## src/rtl/demux_rr_dispatcher_if.sv

```systemverilog
// Source/sink handshake bundle for the 1-to-4 round-robin demux dispatcher.
// master = dispatcher side, slave = source/sink environment side.
interface demux_rr_dispatcher_if #(
  parameter int DATA_W = 8
);
  logic              in_valid;
  logic [DATA_W-1:0] in_data;
  logic              in_ready;
  logic [1:0]        sel;
  logic [3:0]        out_valid;
  logic [DATA_W-1:0] out_data;
  logic [3:0]        out_ready;
  logic              busy;

  modport master (
    input  in_valid, in_data, out_ready,
    output in_ready, sel, out_valid, out_data, busy
  );

  modport slave (
    output in_valid, in_data, out_ready,
    input  in_ready, sel, out_valid, out_data, busy
  );
endinterface

```

## src/rtl/demux_rr_dispatcher.sv

```systemverilog
// Round-robin 1-to-4 demux sequencer with per-channel stall timeout.
// Optional skip counter port enabled by defining DEMUX_SKIP_CNT_EN.
//
//   state | meaning
//   IDLE  | ready for a source word, no channel valid
//   HOLD  | word held, one-hot valid on channel sel until delivered
module demux_rr_dispatcher #(
  parameter int DATA_W  = 8,
  parameter int TIMEOUT = 15
) (
  input  logic                   clk,
  input  logic                   rst_n,
  demux_rr_dispatcher_if.master  bus
`ifdef DEMUX_SKIP_CNT_EN
  ,
  output logic [7:0]             skip_cnt
`endif
);

  typedef enum logic {IDLE, HOLD} state_t;

  localparam logic [7:0] TO_VAL = 8'(TIMEOUT);
  localparam bit         TO_EN  = (TIMEOUT != 0);

  state_t            state, state_nxt;
  logic [1:0]        ptr;
  logic [1:0]        sel_q;
  logic [7:0]        wait_cnt;
  logic [DATA_W-1:0] data_q;
  logic              accept, deliver, skip;

  always_ff @(posedge clk or negedge rst_n) begin
    if (!rst_n) state <= IDLE;
    else        state <= state_nxt;
  end

  always_comb begin
    state_nxt = state;
    accept    = 1'b0;
    deliver   = 1'b0;
    skip      = 1'b0;
    case (state)
      IDLE: begin
        if (bus.in_valid) begin
          accept    = 1'b1;
          state_nxt = HOLD;
        end
      end
      HOLD: begin
        // delivery wins over a timeout landing on the same cycle
        if (bus.out_ready[sel_q]) begin
          deliver   = 1'b1;
          state_nxt = IDLE;
        end else if (TO_EN && (wait_cnt == TO_VAL)) begin
          skip = 1'b1;
        end
      end
      default: state_nxt = IDLE;
    endcase
  end

  always_ff @(posedge clk or negedge rst_n) begin
    if (!rst_n) begin
      ptr      <= 2'd0;
      sel_q    <= 2'd0;
      wait_cnt <= 8'd0;
      data_q   <= '0;
    end else begin
      if (accept) begin
        data_q   <= bus.in_data;
        sel_q    <= ptr;
        wait_cnt <= 8'd0;
      end
      if (deliver) ptr <= 2'(sel_q + 2'd1);
      if (skip) begin
        sel_q    <= 2'(sel_q + 2'd1);
        wait_cnt <= 8'd0;
      end else if (TO_EN && (state == HOLD) && !deliver) begin
        wait_cnt <= 8'(wait_cnt + 8'd1);
      end
    end
  end

`ifdef DEMUX_SKIP_CNT_EN
  always_ff @(posedge clk or negedge rst_n) begin
    if (!rst_n)                        skip_cnt <= 8'd0;
    else if (skip && skip_cnt != 8'hFF) skip_cnt <= 8'(skip_cnt + 8'd1);
  end
`endif

  assign bus.in_ready  = (state == IDLE);
  assign bus.busy      = (state == HOLD);
  assign bus.sel       = sel_q;
  assign bus.out_data  = data_q;
  assign bus.out_valid = (state == HOLD) ? (4'b0001 << sel_q) : 4'b0000;

endmodule

```

## src/flat_wrapper.sv

```systemverilog
// flat-port wrapper written by rule: the top's interface ports become plain ports
module demux_rr_dispatcher_flat 
#(
  parameter int DATA_W  = 8,
  parameter int TIMEOUT = 15
)
  (clk, rst_n, bus_in_valid, bus_in_data, bus_out_ready, bus_in_ready, bus_sel, bus_out_valid, bus_out_data, bus_busy);
  demux_rr_dispatcher_if #(.DATA_W(DATA_W)) bus_i ();
  input  logic clk;
  input  logic rst_n;
  input wire logic [$bits(bus_i.in_valid)-1:0] bus_in_valid;
  input wire logic [$bits(bus_i.in_data)-1:0] bus_in_data;
  input wire logic [$bits(bus_i.out_ready)-1:0] bus_out_ready;
  output wire logic [$bits(bus_i.in_ready)-1:0] bus_in_ready;
  output wire logic [$bits(bus_i.sel)-1:0] bus_sel;
  output wire logic [$bits(bus_i.out_valid)-1:0] bus_out_valid;
  output wire logic [$bits(bus_i.out_data)-1:0] bus_out_data;
  output wire logic [$bits(bus_i.busy)-1:0] bus_busy;
  assign bus_i.in_valid = bus_in_valid;
  assign bus_i.in_data = bus_in_data;
  assign bus_i.out_ready = bus_out_ready;
  assign bus_in_ready = bus_i.in_ready;
  assign bus_sel = bus_i.sel;
  assign bus_out_valid = bus_i.out_valid;
  assign bus_out_data = bus_i.out_data;
  assign bus_busy = bus_i.busy;
  demux_rr_dispatcher #(.DATA_W(DATA_W), .TIMEOUT(TIMEOUT)) u_core (.clk(clk), .rst_n(rst_n), .bus(bus_i));
endmodule
```

## config.mk

```make
export PLATFORM = sky130hd
export DESIGN_NAME = demux_rr_dispatcher_flat
export DESIGN_NICKNAME = d
export VERILOG_FILES = /design/src/rtl/demux_rr_dispatcher_if.sv /design/src/rtl/demux_rr_dispatcher.sv /design/src/flat_wrapper.sv
export SDC_FILE = /design/constraint.sdc
export NUM_CORES = 1
export LEC_CHECK = 0
export BUFFER_PORTS_ARGS = -buffer_cell sky130_fd_sc_hd__clkbuf_2
export CAP_MARGIN = 20
export CORE_ASPECT_RATIO = 0.7
export CORE_MARGIN = 4
export CORE_UTILIZATION = 52
export CTS_BUF_LIST = sky130_fd_sc_hd__clkbuf_8
export CTS_CLUSTER_DIAMETER = 30
export CTS_CLUSTER_SIZE = 30
export DETAILED_ROUTE_END_ITERATION = 8
export GPL_TIMING_DRIVEN = 0
export PLACE_DENSITY_LB_ADDON = 0.08
export SLEW_MARGIN = 0
export SYNTH_ARGS = -nofsm -noshare
export SYNTH_HDL_FRONTEND = slang
export SYNTH_SLANG_ARGS = --single-unit
```

## constraint.sdc

```tcl
create_clock -name clk -period 2.4 [get_ports clk]
set_input_delay 0.12 -clock clk [delete_from_list [all_inputs] [get_ports clk]]
set_output_delay 0.12 -clock clk [all_outputs]
set_load 0.02 [all_outputs]
```

# Word level (Yosys, flattened, before mapping)

Cells that the tools add are included.
W data, S select, Z words.

Add/sub/neg operators: 2
$mul: 0
Div/mod/pow operators: 0
Magnitude comparators: 1
Eq/ne operators: 1
Shift-type cells: 1
Mux-type cells: 17
Bitwise logic cells: 1
Reductions and logical operators: 4

Operator list:

| operator              | number |
|---|---|
| $mux W8               | 3 |
| $mux W1               | 9 |
| $add A8 B1 Y8 const B | 1 |
| $eq A8 B4 Y1 const B  | 1 |
| $mux W2               | 2 |
| $mux W4               | 1 |
| $shl A1 B2 Y4 const A | 1 |
| $lt A2 B3 Y1 const B  | 1 |
| $reduce_bool A3 Y1    | 1 |
| $add A2 B1 Y2 const B | 1 |
| $bmux W1 S2           | 1 |
| $pmux W1 S2           | 1 |
| $reduce_bool A2 Y1    | 1 |
| $logic_and A1 B1 Y1   | 1 |
| $logic_not A1 Y1      | 1 |
| $not A1 Y1            | 1 |

Register bits: 21
Bits in latches: 0
RAM bits: 0
Memory bits (read-only): 0
Input bits: 15
Output and inout port bits: 16
Word-level logic and storage cells: 32
Memories kept: 0

# Logic depth before layout (Yosys ltp)

Gate-level depths: netlist (run 1).

Word-level depth: 8
Mapped depth: 5
Mapped depth without buffers: 5

# Worst setup path after synthesis (run 1)

OpenSTA, ideal clock, no wires.

Path kind: register to register
From: reg u_core.sel_q[0] (netlist: u_core.bus.sel[0])
To: reg u_core.sel_q[1] (netlist: u_core.bus.sel[1])
Arrival time: 1,866 ps
Required time: 2,275 ps
Setup slack: 409 ps
Cell stages (with the launch flop): 5
Period minus slack after synthesis: 1,991 ps
Cells stage by stage: dfrtp_1 -> mux4_2 -> or2_4 -> nor2_1 -> mux2_2

Longest elaborated chain between the ends: 5

RTL lines:

| what                                                 | line                      | source |
|---|---|---|
| start, declared                                      | demux_rr_dispatcher.sv:27 | `logic [1:0] sel_q;` |
| start signal, assigned                               | demux_rr_dispatcher.sv:71 | `sel_q <= ptr;` |
| start signal, assigned                               | demux_rr_dispatcher.sv:76 | `sel_q <= 2'(sel_q + 2'd1);` |
| $bmux W1 S2                                          | demux_rr_dispatcher.sv:51 | `if (bus.out_ready[sel_q]) begin` |
| $mux W1 (implied by the code)                        | demux_rr_dispatcher.sv:51 |  |
| $mux W1                                              | demux_rr_dispatcher.sv:51 |  |
| $mux W1                                              | demux_rr_dispatcher.sv:42 | `case (state)` |
| $mux W2 / $reduce_bool A2 Y1 (equally long branches) | -                         |  |

Several ways; a longest one is shown, not always the timed one. The select of a mux whose other input is x is not followed.
A chain may end at the register's enable or synchronous reset.

# Final worst setup path (run 1)

Ends and elaborated chain as after synthesis.

==> impl_metrics.json, run 1 <==
{
  "post_cts_buffers": 0,
  "ys_ff_latch": 21,
  "via_count": 847,
  "grt_usage": 0.1675,
  "synth_cells": 97,
  "peakVddDrop_mv": 1.037,
  "start_util": 0.5550,
  "reg2reg_from": "u_core.bus.sel[0]",
  "run_status": "complete, no violations",
  "maxCapViolCount": 0,
  "period_minus_slack_ns": 2.052,
  "area_growth_pct": 22.58,
  "syn_nets": 117,
  "worstPathRequired_ns": 2.55,
  "synth_cell_types": 27,
  "nFillCells": 151,
  "hold_viol": 0,
  "grt_pass1_wl_um": 3422,
  "max_slew_margin": 0.6635,
  "crit_chain": "mux4_2 -> or2_4 -> nor2_1 -> mux2_2",
  "place_congestion": 0.8152,
  "drive_above_1_share": 0.3712,
  "worst_path_largest_cell_delay_ns": 0.65,
  "whs_ns": 0.08747,
  "cts_root_buf": "clkbuf_8",
  "htreeDepth": 1,
  "yosysWarnings": 0,
  "hold_class": "in -> reg",
  "io_buffers": 30,
  "reg2reg_depth": 4,
  "r2r-end": "u_core.bus.sel[1]",
  "antenna_cells": 0,
  "grt_setup_unrepaired": "false",
  "fp.dieW_um": 61.64,
  "dr.pass1.iters": 4,
  "tns_ns": 0,
  "synth_top_area_cell": "dfrtp_1",
  "worstSetupPathType": "reg -> reg",
  "cts_made_buffers": 3,
  "clockBufferDepth": 2,
  "netlist_top_cells_count": "dfrtp_1 (21), mux2_2 (10), nand2_1 (9), o21ai_0 (9), inv_1 (8)",
  "avgSynthCellArea_um2": 10.80,
  "yosysSeqAreaShare": 0.5018,
  "fmax_mhz": 487.3,
  "timing.critical_path.from": "u_core.bus.sel[0]",
  "nets": 153,
  "cts_num_sinks": 21,
  "fp.dieH_um": 45.55,
  "slew_violations": 0,
  "post_cts_resize_count": 0,
  "p_leak_uw": 0.0006079,
  "cp.arrival_ns": 2.20,
  "drc": 0,
  "core-area_um2": 1887,
  "via_per_inst": 5.500,
  "crit_fanout": 7,
  "synth_edf_count": 0,
  "wire_per_inst_um": 13.97,
  "period_share": 0.8551,
  "rows": 13,
  "synthTopCellsByArea": "dfrtp_1 (50%), mux2_2 (11%), ha_1 (6.0%)",
  "p_per_area_nw_per_um2": 1202,
  "wl_um": 2152,
  "grt_max_degree": 22,
  "synth_top_area_frac": 0.5018,
  "rrSetupSlack_ns": 0.35,
  "critPathCaptureType": "register",
  "dieArea_um2": 2807,
  "synthArstFlopShare": 1.000,
  "setup_viol": 0,
  "grt_overflow": 0,
  "crit_path_start_kind": "register",
  "path_clk_slew_ns": 0.08,
  "grt_antenna_before_repair": 0,
  "first_global_vias": 742,
  "hpwl_um": 1680,
  "worst_pin_slew_ns": 0.5047,
  "critPathSlowestCell": "mux4_2",
  "cp-endpoint": "u_core.bus.sel[1]",
  "min_from": "bus_in_data[3]",
  "clk_latency_ns": 0.26,
  "cts_tree": "built",
  "synth_ff_type": "dfrtp_1",
  "finalClockSkew_ns": 0.001657,
  "syn_area_um2": 1047,
  "synth_most_common_cell": "dfrtp_1",
  "ant_nets": 0,
  "ioPinCount": 31,
  "drtIter0Drc": 52
}
[cells in the final DEF (no fill, tap or decap), drive strengths merged, types with 2 or more instances in the layout]
cell / netlist / final
o31ai: 2 / 2
nor2: 2 / 2
clkbuf: 2 / 35
dfrtp: 21 / 21
and3: 2 / 2
and2: 4 / 4
mux2: 10 / 10
nand3: 4 / 4
or4: 2 / 2
inv: 8 / 8
a21oi: 3 / 3
nand2: 9 / 9
or3: 2 / 2
ha: 5 / 5
nor3: 2 / 2
o21ai: 9 / 9
[worst max-delay path: cells and delay by family (launching register included)]
kind          cells  cell delay [ns]
flops             1             0.49
simple gates      2             0.45
mux               2             1.00
[report_power, final]
| group | internal [µW] | switching, µW |
|---|---|---|
| registers | 481 | 108 |
| logic | 289 | 432 |
| clock network | 117 | 116 |
[sequential cells by signal, summed over array words and instances (netlist names)]
| signal | cells |
|---|---|
| u_core.bus.busy | 1 |
| u_core.bus.sel | 2 |
| u_core.bus.out_data | 8 |
| u_core.wait_cnt | 8 |
| u_core.ptr | 2 |
[layout make-up]
type                            count  area, µm²  share of cell area
Buffer                              2      7.507            0.005848
Clock buffer                        3      41.29             0.03216
Clock inverter                      1      7.507            0.005848
Inverter                            8      30.03             0.02339
Multi-Input combinational cell     66      484.2              0.3772
Sequential cell                    21      525.5              0.4094
Tap cell                           22      27.53             0.02144
Timing Repair Buffer               31      160.2              0.1248
[layer usage]
layer	global-route usage	share of wire	vias to the layer above
li1	-	-	412
met1	0.2389	0.46	403
met2	0.2505	0.47	32
met3	0.06232	0.065	0
met4	0.02119	0	0
met5	0	0	-
[what timing repair did]
item,CTS,global route
hold buffers,1,0
endpoints found under the setup margin,0,0
endpoints found under the hold margin,21,0
[cells by family (layout without fill, tap and decap cells)]
family                     count (synthesis)  in the layout  share of synthesized area
and+or+nand+nor                           31             31                     0.1613
DFF                                       21             21                     0.5018
AOI/OAI and AO/OA                         18             18                     0.1027
muxes                                     12             12                     0.1386
buffers and inverters                     10             45                    0.03585
adders and majority gates                  5              5                    0.05974
[worst min path at each step]
stage	end	depth (start not counted)
6_report	u_core.bus.out_data[3]	2
5_1_grt	u_core.bus.out_data[3]	2
4_1_cts	u_core.bus.out_data[3]	2
3_5_place_dp	u_core.wait_cnt[4]	1
3_3_place_gp	u_core.wait_cnt[4]	1
2_1_floorplan	u_core.bus.busy	0
[stage by stage]
stage | worst slack [ns] | util | total power, µW | instance area (µm²) | instances
6_report | 0.3477 | 0.6804 | 1543 | 1284 | 154
3_3_place_gp | 0.3781 | 0.6492 | 1284 | 1225 | 149
4_1_cts | 0.3604 | 0.6804 | 1557 | 1284 | 154
5_1_grt | 0.2855 | 0.6804 | 1656 | 1284 | 154
3_5_place_dp | 0.3735 | 0.6492 | 1323 | 1225 | 149
2_1_floorplan | 0.4094 | - | 1074 | 1047 | 97
Note: power is estimated with default switching activity, not from simulation.
==> run 2, diff against run 1 <==
--- a/config.mk
+++ b/config.mk
@@ -9,7 +9,7 @@
 export CAP_MARGIN = 20
 export CORE_ASPECT_RATIO = 0.7
 export CORE_MARGIN = 4
-export CORE_UTILIZATION = 52
+export CORE_UTILIZATION = 47
 export CTS_BUF_LIST = sky130_fd_sc_hd__clkbuf_8
 export CTS_CLUSTER_DIAMETER = 30
 export CTS_CLUSTER_SIZE = 30
==> constraint.sdc (replaced) <==
create_clock -name clk -period 1.7 [get_ports clk]
set_input_delay 0.085 -clock clk [delete_from_list [all_inputs] [get_ports clk]]
set_output_delay 0.085 -clock clk [all_outputs]
set_load 0.02 [all_outputs]
==> run 2 against run 1 <==
Sequential power is 37% higher. Fmax up 17%. Non-clock buffer count is 6 higher. First-iteration DRC count decreased by 25%. Combinational power rose by 60%. Global-route usage fell by 0.88 points. Clock power rose by 42%. Critical path type unchanged. Register-to-register slack got worse by 0.40 ns. Core utilization rose by 1.3 points. Die area is 9.0% higher. The run now ends with negative setup slack left.
==> impl_metrics.json, run 2 (synthesis gave the netlist of run 1 again) <==
{
  "wl_um": 2155,
  "core-area_um2": 1984,
  "wire_per_inst_um": 12.83,
  "htreeDepth": 1,
  "place_congestion": 0.8435,
  "clk_latency_ns": 0.26,
  "p_per_area_nw_per_um2": 1662,
  "hpwl_um": 1652,
  "via_per_inst": 5.119,
  "cts_tree": "built",
  "io_buffers": 30,
  "nets": 159,
  "worstSetupPathType": "reg -> reg",
  "slew_violations": 0,
  "grt_antenna_before_repair": 0,
  "area_growth_pct": 31.42,
  "worst_pin_slew_ns": 0.5079,
  "setup_viol": 5,
  "hold_class": "in -> reg",
  "maxCapViolCount": 0,
  "rows": 13,
  "period_share": 1.033,
  "worstPathRequired_ns": 1.85,
  "antenna_cells": 0,
  "whs_ns": 0.04790,
  "crit_path_start_kind": "register",
  "final_cell_mix": "clkbuf_2 (31), dfrtp_1 (20), mux2_2 (9)",
  "dieArea_um2": 3060,
  "violations": "negative setup slack",
  "fp.dieH_um": 47.50,
  "worst_slack_ns": -0.05694,
  "hold_viol": 0,
  "grt_overflow": 0,
  "cts_num_sinks": 21,
  "critPathCaptureType": "register",
  "fmax_mhz": 569.2,
  "grt_pass1_wl_um": 3601,
  "max_slew_margin": 0.6614,
  "p_leak_uw": 0.0006493,
  "period_minus_slack_ns": 1.757,
  "drtIter0Drc": 39,
  "fp.dieW_um": 64.42,
  "p_total_uw": 2288,
  "first_global_vias": 809,
  "cts_made_buffers": 3,
  "peakVddDrop_mv": 0.8888,
  "drive_above_1_share": 0.4493,
  "grt_setup_unrepaired": "true",
  "cp.arrival_ns": 1.91,
  "layout_commonest_cell": "clkbuf_2",
  "run_status": "finished, violations left",
  "rrSetupSlack_ns": -0.06,
  "dr.pass1.iters": 4,
  "path_clk_slew_ns": 0.08,
  "grt_max_degree": 22,
  "ioPinCount": 31,
  "via_count": 860,
  "start_util": 0.5277,
  "ant_nets": 0,
  "crit_fanout": 5,
  "grt_usage": 0.1586,
  "finalClockSkew_ns": 0.005582,
  "clockBufferDepth": 2,
  "cts_root_buf": "clkbuf_8",
  "drc": 0
}
==> run 2: report_power, final <==
part           switching, µW  total [µW]  internal (µW)  leakage, µW
clock                    166         331            166    0.0000217
sequential               127         808            681     0.000263
combinational            648        1150            501     0.000365
total                    940        2290           1350     0.000649
==> run 2: area by class of cell <==
| class | instances | area (µm²) |
|---|---|---|
| inverter | 8 | 30.03 |
| clock inverter | 1 | 7.507 |
| buffer | 2 | 18.77 |
| multi-input combinational | 66 | 509.2 |
| timing repair buffer | 37 | 205.2 |
| clock buffer | 3 | 41.29 |
| tap | 30 | 37.54 |
| sequential | 21 | 526.8 |
| fill | 172 | 608.1 |
==> run 2: metal layers <==
| metal | vias to the layer above | global-route usage | wire length [µm] | part of all wire |
|---|---|---|---|---|
| li1 | 425 | - | - | - |
| met1 | 407 | 0.1958 | 964 | 0.45 |
| met2 | 26 | 0.2807 | 1027 | 0.48 |
| met3 | 2 | 0.04930 | 149 | 0.069 |
| met4 | 0 | 0.04202 | 14 | 0.0065 |
| met5 | - | 0 | 0 | 0 |
==> run 2: path summary, 6_finish.rpt <==
| check | from | to | depth (start not counted) |
|---|---|---|---|
| worst max-delay path | u_core.bus.sel[0] | u_core.bus.sel[1] | 4 |
| worst min-delay path | bus_in_data[6] | u_core.bus.out_data[6] | 2 |
| worst max register to register | u_core.bus.sel[0] | u_core.bus.sel[1] | 4 |
| worst min register to register | u_core.ptr[0] | u_core.ptr[0] | 2 |
| max in group asynchronous | rst_n | u_core.bus.sel[0] | 2 |
| min in group asynchronous | rst_n | u_core.bus.out_data[0] | 2 |
==> run 2: critical path, stage by stage, from the launching register on <==
cell,delay [ns]
dfrtp_2,0.37
mux4_2,0.58
or2_4,0.29
nor2_4,0.10
mux2_4,0.30
==> run 2: per-stage QoR <==
step / instance area (µm²) / setup slack [ns] / std cells / setup TNS [ns] / utilization
6_report: 1376 / -0.05694 / 168 / -0.08527 / 0.6936
5_1_grt: 1376 / -0.1299 / 168 / -0.6733 / 0.6936
4_1_cts: 1354 / -0.05467 / 166 / -0.07141 / 0.6822
3_5_place_dp: 1257 / -0.2039 / 157 / -1.123 / 0.6337
3_3_place_gp: 1257 / -0.1791 / 157 / -0.6811 / 0.6337
2_1_floorplan: 1070 / -0.1367 / 97 / -0.4202 / -
==> run 2: what timing repair did <==
item	4_1_cts	5_1_grt
pin swaps	1	0
hold buffers	1	0
buffers inserted	4	2
resized for setup	3	3
endpoints found under the setup margin	16	9
endpoints found under the hold margin	21	0
gates cloned	0	0
